## src/rtl/bram_port_pkg.sv

```systemverilog
// Shared types and constants for the bram_port request sequencer.
package bram_port_pkg;

    localparam int unsigned DATA_W = 32;

    typedef enum logic [1:0] {
        SIZE_B = 2'd0,
        SIZE_H = 2'd1,
        SIZE_W = 2'd2
    } size_e;

    typedef enum logic [1:0] {
        IDLE,
        RD,
        CAP,
        WR
    } state_e;

    // Size code 3 is treated as a full word, so only the upper bit matters.
    function automatic logic is_word(input logic [1:0] size);
        return size[1];
    endfunction

endpackage

```

## src/rtl/bram_port_align.sv

```systemverilog
// Combinational lane logic: load extraction/extension and sub-word store merge.
module bram_port_align
    import bram_port_pkg::*;
(
    input  logic [DATA_W-1:0] bram_out,
    input  logic [1:0]        size,
    input  logic              sign_ext,
    input  logic [DATA_W-1:0] wdata,
    output logic [DATA_W-1:0] rdata,
    output logic [DATA_W-1:0] merged
);

    always_comb begin
        rdata  = bram_out;
        merged = wdata;
        case (size)
            SIZE_B: begin
                rdata  = {{24{sign_ext & bram_out[7]}}, bram_out[7:0]};
                merged = {bram_out[31:8], wdata[7:0]};
            end
            SIZE_H: begin
                rdata  = {{16{sign_ext & bram_out[15]}}, bram_out[15:0]};
                merged = {bram_out[31:16], wdata[15:0]};
            end
            default: begin
                rdata  = bram_out;
                merged = wdata;
            end
        endcase
    end

endmodule

```

## src/rtl/bram_port.sv

```systemverilog
// Load/store sequencer in front of a byte-addressed unaligned word RAM.
// Define BRAM_PORT_FAST_STORE_EN to let word stores write straight from IDLE.
module bram_port
    import bram_port_pkg::*;
#(
    parameter int unsigned ADDR_WIDTH = 11
) (
    input  logic                  clock,
    input  logic                  reset,
    input  logic                  req_valid,
    output logic                  req_ready,
    input  logic                  req_write,
    input  logic [1:0]            req_size,
    input  logic                  req_signed,
    input  logic [ADDR_WIDTH-1:0] req_addr,
    input  logic [DATA_W-1:0]     req_wdata,
    output logic                  rsp_valid,
    output logic [DATA_W-1:0]     rsp_rdata,
    output logic [ADDR_WIDTH-1:0] bram_raddr,
    output logic [ADDR_WIDTH-1:0] bram_waddr,
    output logic [DATA_W-1:0]     bram_wdata,
    output logic                  bram_wren,
    input  logic [DATA_W-1:0]     bram_out
);

    state_e                state, state_nx;
    logic [ADDR_WIDTH-1:0] addr_q;
    logic [1:0]            size_q;
    logic                  signed_q;
    logic                  write_q;
    logic [DATA_W-1:0]     wdata_q;
    logic [DATA_W-1:0]     merged_q;
    logic [DATA_W-1:0]     ext_rdata;
    logic [DATA_W-1:0]     merged;
    logic                  accept;
    logic                  fast_wr;

    bram_port_align u_align (
        .bram_out (bram_out),
        .size     (size_q),
        .sign_ext (signed_q),
        .wdata    (wdata_q),
        .rdata    (ext_rdata),
        .merged   (merged)
    );

    assign req_ready = (state == IDLE);
    assign accept    = req_valid && req_ready;

`ifdef BRAM_PORT_FAST_STORE_EN
    assign fast_wr = accept && req_write && is_word(req_size);
`else
    assign fast_wr = 1'b0;
`endif

    always_comb begin
        state_nx = state;
        case (state)
            IDLE: begin
                if (accept) begin
                    if (!req_write || !is_word(req_size))
                        state_nx = RD;
                    else if (!fast_wr)
                        state_nx = WR;
                end
            end
            RD:      state_nx = CAP;
            CAP:     state_nx = write_q ? WR : IDLE;
            WR:      state_nx = IDLE;
            default: state_nx = IDLE;
        endcase
    end

    always_ff @(posedge clock or posedge reset) begin
        if (reset) begin
            state     <= IDLE;
            addr_q    <= '0;
            size_q    <= '0;
            signed_q  <= 1'b0;
            write_q   <= 1'b0;
            wdata_q   <= '0;
            merged_q  <= '0;
            rsp_valid <= 1'b0;
            rsp_rdata <= '0;
        end else begin
            state     <= state_nx;
            rsp_valid <= (state == CAP) && !write_q;
            if (accept) begin
                addr_q   <= req_addr;
                size_q   <= req_size;
                signed_q <= req_signed;
                write_q  <= req_write;
                wdata_q  <= req_wdata;
            end
            if (state == CAP) begin
                if (write_q)
                    merged_q <= merged;
                else
                    rsp_rdata <= ext_rdata;
            end
        end
    end

    // Fast path bypasses the request registers; otherwise the RAM sees latched values.
    assign bram_raddr = addr_q;
    assign bram_waddr = fast_wr ? req_addr : addr_q;
    assign bram_wdata = fast_wr ? req_wdata : (is_word(size_q) ? wdata_q : merged_q);
    assign bram_wren  = (state == WR) || fast_wr;

endmodule

```

## config.mk

```make
export PLATFORM = sky130hd
export DESIGN_NAME = bram_port
export DESIGN_NICKNAME = d
export VERILOG_FILES = /design/src/rtl/bram_port_pkg.sv /design/src/rtl/bram_port_align.sv /design/src/rtl/bram_port.sv
export SDC_FILE = /design/constraint.sdc
export NUM_CORES = 1
export LEC_CHECK = 0
export CAP_MARGIN = 20
export CELL_PAD_IN_SITES_DETAIL_PLACEMENT = 2
export CELL_PAD_IN_SITES_GLOBAL_PLACEMENT = 2
export CORE_MARGIN = 4
export CORE_UTILIZATION = 32
export CTS_CLUSTER_DIAMETER = 80
export DETAILED_ROUTE_END_ITERATION = 6
export GPL_ROUTABILITY_DRIVEN = 1
export PLACE_DENSITY = 0.9
export SLEW_MARGIN = 20
export SYNTH_ARGS = -nofsm -noshare
export SYNTH_HDL_FRONTEND = slang
export SYNTH_SLANG_ARGS = --single-unit
```

## constraint.sdc

```tcl
create_clock -name clock -period 6.2 [get_ports clock]
set_input_delay 1.24 -clock clock [delete_from_list [all_inputs] [get_ports clock]]
set_output_delay 1.24 -clock clock [all_outputs]
set_load 0.05 [all_outputs]
```

Word-level counts from Yosys, hierarchy flattened
Index checks and enable logic that the tools add are counted.

Magnitude comparators: 0. Shift-type cells: 0. Multipliers: 0. Reduce and logical (&&, ||, !) cells: 10. Add/subtract/negate cells: 0. Equality and inequality tests: 5. Divide/modulo/power cells: 0. Bitwise gates (word level): 3. Multiplexer cells: 7.

Operator list (count): 32-bit one-hot mux with 2 select lines (2); 32-bit 2-to-1 mux (1); 2-bit one-hot mux with 4 select lines (1); 2-bit 2-to-1 mux (3); 2-bit by 1-bit equality test with 1-bit output (second input constant) (2); 2-bit equality test (second input constant) (2); 2-bit zero test (2); 2-bit AND reduction (2); 1-bit zero test (3); 1-bit bitwise AND (2); 1-bit logical AND (2); 2-bit by 1-bit != test with 1-bit output (second input constant) (1); 1-bit logical OR (1); 1-bit NOT (1).

RAM bits: 0. Input bits: 82. Bits in registers: 114. Bits in read-only memories: 0. Memories kept: 0. Latch bits: 0.

Logic depth before layout (Yosys ltp)
Word-level depth: 5. Mapped depth: 5. Gate-level depth less buffers: 3.

Hierarchy
Synthesis repeated with hierarchy kept, for this count alone.

Cell total of the unflattened synthesis: 389. Area, all modules: 5459.0 um^2.

Modules (own cells, without submodules): bram_port (seq. area each 2852.7 um^2, cells each 296, times used 1, area an instance 4774.6 um^2); bram_port_align (seq. area each 0.0 um^2, cells each 93, times used 1, area an instance 684.4 um^2).

Worst setup path after synthesis
No wires, ideal clock.

Path type: reg2out. Start point: reg size_q[1]. End point: out bram_wdata[14]. Arrival time: 1290 ps. Data required time: 4960 ps. Cell stages (with the launch flop): 4. Slack: 3670 ps. Cell sequence: dfrtp_1 > buf_2 > buf_2 > mux2_2.

Longest elaborated chain between the ends: 1.

RTL lines: start: declaration (RTL line bram_port.sv:28) `logic [1:0] size_q;`; start signal: assignment (RTL line bram_port.sv:90) `size_q <= req_size;`; 32-bit 2-to-1 mux (RTL line bram_port.sv:107) `assign bram_wdata = fast_wr ? req_wdata : (is_word(size_q) ? wdata_q : merged_q);`; end: declaration (RTL line bram_port.sv:21) `output logic [DATA_W-1:0] bram_wdata,`.

Every way passes these cells.

Final worst setup path
Start point: reg size_q[1]. End point: out bram_wdata[15].

The elaborated chain is that of the path after synthesis.

==> summary.txt <==
Synthesis
  • Post-synth top area cell: dfrtp_1
  • Yosys top cell area share: 0.5517
  • Syn avg cell area: 12.74 um2
  • Synth Cell Area: 0.005171 mm2
  • Synth Register Bits: 114
  • Post-synthesis compound-gate area fraction: 0.06025
  • Mux contribution to synthesized area: 0.2773
  • Seq/Total Area, Yosys: 0.5517
  • Post-Synth XOR/XNOR Area: 0
  • Post-Synth Adder-Cell Area: 0
  • Distinct cells, synth: 24
  • Simple-gate share of the synthesized area: 0.06146
  • Syn Nets: 488
  • Post-Syn Instances: 406
  • Yosys warns: 0
  • Largest family of logic cells by synthesized area: multiplexers
  • Dominant cells by area after synthesis: dfrtp_1, mux2_2, mux2_4, mux2i_1, nand2_1

Timing
  • Worst-Margin Slew: 0.9690 ns
  • Fmax: 257.9 MHz
  • Fin Clk Skew: 0.009621 ns
  • RSZ-0062 raised after global routing: false
  • Max transition margin: 0.3540
  • TNS Setup: 0 ns
  • Period minus WS final: 3.877 ns
  • Final-report setup violation count: 0
  • Final Hold Viols: 0
  • Period utilisation layout: 0.6253
  • Fin. max-slew vios: 0
  • Min Hold Slack: 0.4871 ns

Global route
  • Number of antenna violations at the first check in global routing: 0
  • Largest net degree at the start of global routing: 70
  • GRT Total Usage: 0.1868
  • Vias in the first global route: 4541
  • Grt total ovfl: 0
  • First-pass GRT wire length: 26420 um

Setup path
  • R2R Setup Slk: 4.22 ns
  • Delay-heaviest family, CP: flip-flops
  • Critical R2R Launch: size_q[1]$_DFFE_PP0P_
  • Critical Path AT: 2.64 ns
  • Worst Setup SP: size_q[1]$_DFFE_PP0P_
  • WP data required: 4.96 ns
  • CP Capture Type: primary output
  • Worst R2R Path Depth: 2
  • Worst Setup Start Kind: register
  • Peak per-stage delay on the critical path: 1.06 ns
  • CP max FO: 69
  • Worst path buffer plus inverter count: 1
  • Critical R2R Capture: rsp_rdata[17]$_DFFE_PP0P_
  • Critical path type: register to primary output
  • Crit-path cells: mux2_2 > clkdlybuf4s50_1
  • Crit-path slowest cell: dfrtp_4

Layout
  • Ant diodes: 0
  • P&R area growth vs syn: 45.25%
  • Fraction of layout cells with a size suffix above 1: 0.2243
  • FF/Latch Area: 0.002856 mm2
  • Fill count: 1592
  • Area of the multi-input gates: 0.002072 mm2
  • Core Util, Final: 0.4728
  • Fin cells: 791
  • Final #Nets: 644

Floorplanning
  • Die Wd: 135.1 um
  • Die H: 135.1 um
  • Die Area: 0.01826 mm2
  • IO Pins: 171
  • Initial Util: 0.3255
  • Floorplan Core Area: 0.01589 mm2
  • Row count: 46

Detailed routing
  • Via density: 4.795
  • Initial DRT Pass Iterations: 4
  • DR DRC count: 0
  • Wire length per cell: 20.83 um
  • Vias: 3793
  • Post-route ant nets: 0
  • DRT iter0 DRCs: 116
  • Routed Wire Length: 16480 um

CTS
  • Setup Fix Bufs, Post-CTS: 0
  • Clk slew on worst S/H paths: 0.05 ns
  • Clk buf depth: 2
  • Post-cts resize count: 0
  • Root buf cell: clkbuf_16
  • # clock sinks: 114
  • Number of CTS-inserted buffers: 17
  • CTS tree: done
  • Hold_buf cts: 0
  • Clock Latency Late Sink: 0.40 ns
  • H-tree depth: 4

Placed design
  • Post-DP HPWL: 11320 um
  • Dpl cells: 758
  • Port bufs: 170
  • Placer Congestion: 0.7866

Status
  • Outcome: finished clean

Hold path
  • Hold Crit Depth: 2
  • Hold Path End: merged_q[24]$_DFFE_PP0P_
  • Hold path start: merged_q[24]$_DFFE_PP0P_
  • Worst Hold Class: register to register

Flow run
  • Max Cap Violations: 0
## per-stage QoR
step	setup slack [ns]	cell area [um2]
3_3_place_gp	2.760	6937
2_1_floorplan	1.944	5171
5_1_grt	2.211	7511
4_1_cts	2.276	7500
6_report	2.323	7511
3_5_place_dp	2.741	6937
## sequential cells by signal (all words and copies together), names as in the netlist
register,cells
state,2
rsp_valid,1
rsp_rdata,32
bram_raddr,11
size_q,2
merged_q,32
write_q,1
signed_q,1
wdata_q,32
## logic make-up after synthesis
group	count (synthesis)
buffers and inverters	39
and+or+nand+nor	75
muxes	120
AOI/OAI and AO/OA	58
DFF	114
## worst max path at each step
| stage | endpoint | slack (ns) | cells after the start |
|---|---|---|---|
| after CTS | bram_wdata[4] | 2.28 | 2 |
| after global routing | bram_wdata[27] | 2.21 | 2 |
| final | bram_wdata[15] | 2.32 | 2 |
| after global placement | bram_wdata[30] | 2.76 | 2 |
| after detailed placement | bram_wdata[14] | 2.74 | 2 |
| after floorplan | bram_raddr[0]$_DFFE_PP0P_ | 1.94 | 1 |
## layout by cell type, fill, tap and decap left out
cell type | synthesis | routed
and2_4 | 0 | 1
mux2i_1 | 24 | 24
and2_1 | 2 | 1
clkbuf_16 | 0 | 17
nor3b_4 | 0 | 1
or2_2 | 1 | 1
clkdlybuf4s50_1 | 0 | 170
nand3b_1 | 1 | 1
nor2_1 | 25 | 25
buf_4 | 13 | 4
a21oi_1 | 16 | 16
a31oi_1 | 17 | 17
mux2_1 | 8 | 8
bufinv_16 | 0 | 2
dfrtp_4 | 0 | 1
mux2_4 | 30 | 30
inv_4 | 0 | 1
o21ai_0 | 25 | 25
nor2_2 | 1 | 1
nand2_1 | 42 | 42
clkinvlp_4 | 0 | 3
clkinv_2 | 0 | 6
clkbuf_8 | 0 | 1
nor4bb_1 | 1 | 1
dfrtp_1 | 114 | 113
clkbuf_1 | 5 | 3
nand3b_2 | 1 | 1
buf_6 | 1 | 1
mux2_2 | 58 | 58
## per-layer routing
layer	track usage	part of all wire	vias to the layer above
met1	0.2176	0.40	1947
li1	-	-	1716
met3	0.05514	0.049	8
met5	0	0	-
met2	0.3382	0.55	122
met4	0.04311	0.0060	0
## synthesized netlist by cell type
master    number
dfrtp_1      114
mux2_2        58
nand2_1       42
mux2_4        30
nor2_1        25
o21ai_0       25
mux2i_1       24
a31oi_1       17
a21oi_1       16
buf_2         15
buf_4         13
mux2_1         8
clkbuf_1       5
buf_8          3
and2_1         2
buf_1          1
buf_6          1
inv_1          1
nand3b_1       1
nand3b_2       1
nor2_2         1
nor3b_2        1
nor4bb_1       1
or2_2          1
## tightest hold or removal path, stage by stage, from the launching register on
cell and delay (ns):
dfrtp_1 0.34, nand2_1 0.05, o21ai_0 0.06
## layout make-up
type / instances / area share
Clock inverter: 11 / 0.01499
Sequential cell: 114 / 0.3803
Multi-Input combinational cell: 253 / 0.2759
Inverter: 1 / 0.0008329
Clock buffer: 21 / 0.05997
Tap cell: 216 / 0.03598
Timing Repair Buffer: 175 / 0.2321
Power is not shown: default switching activity piles up to over one toggle a cycle in this logic, so the estimate is an artifact.
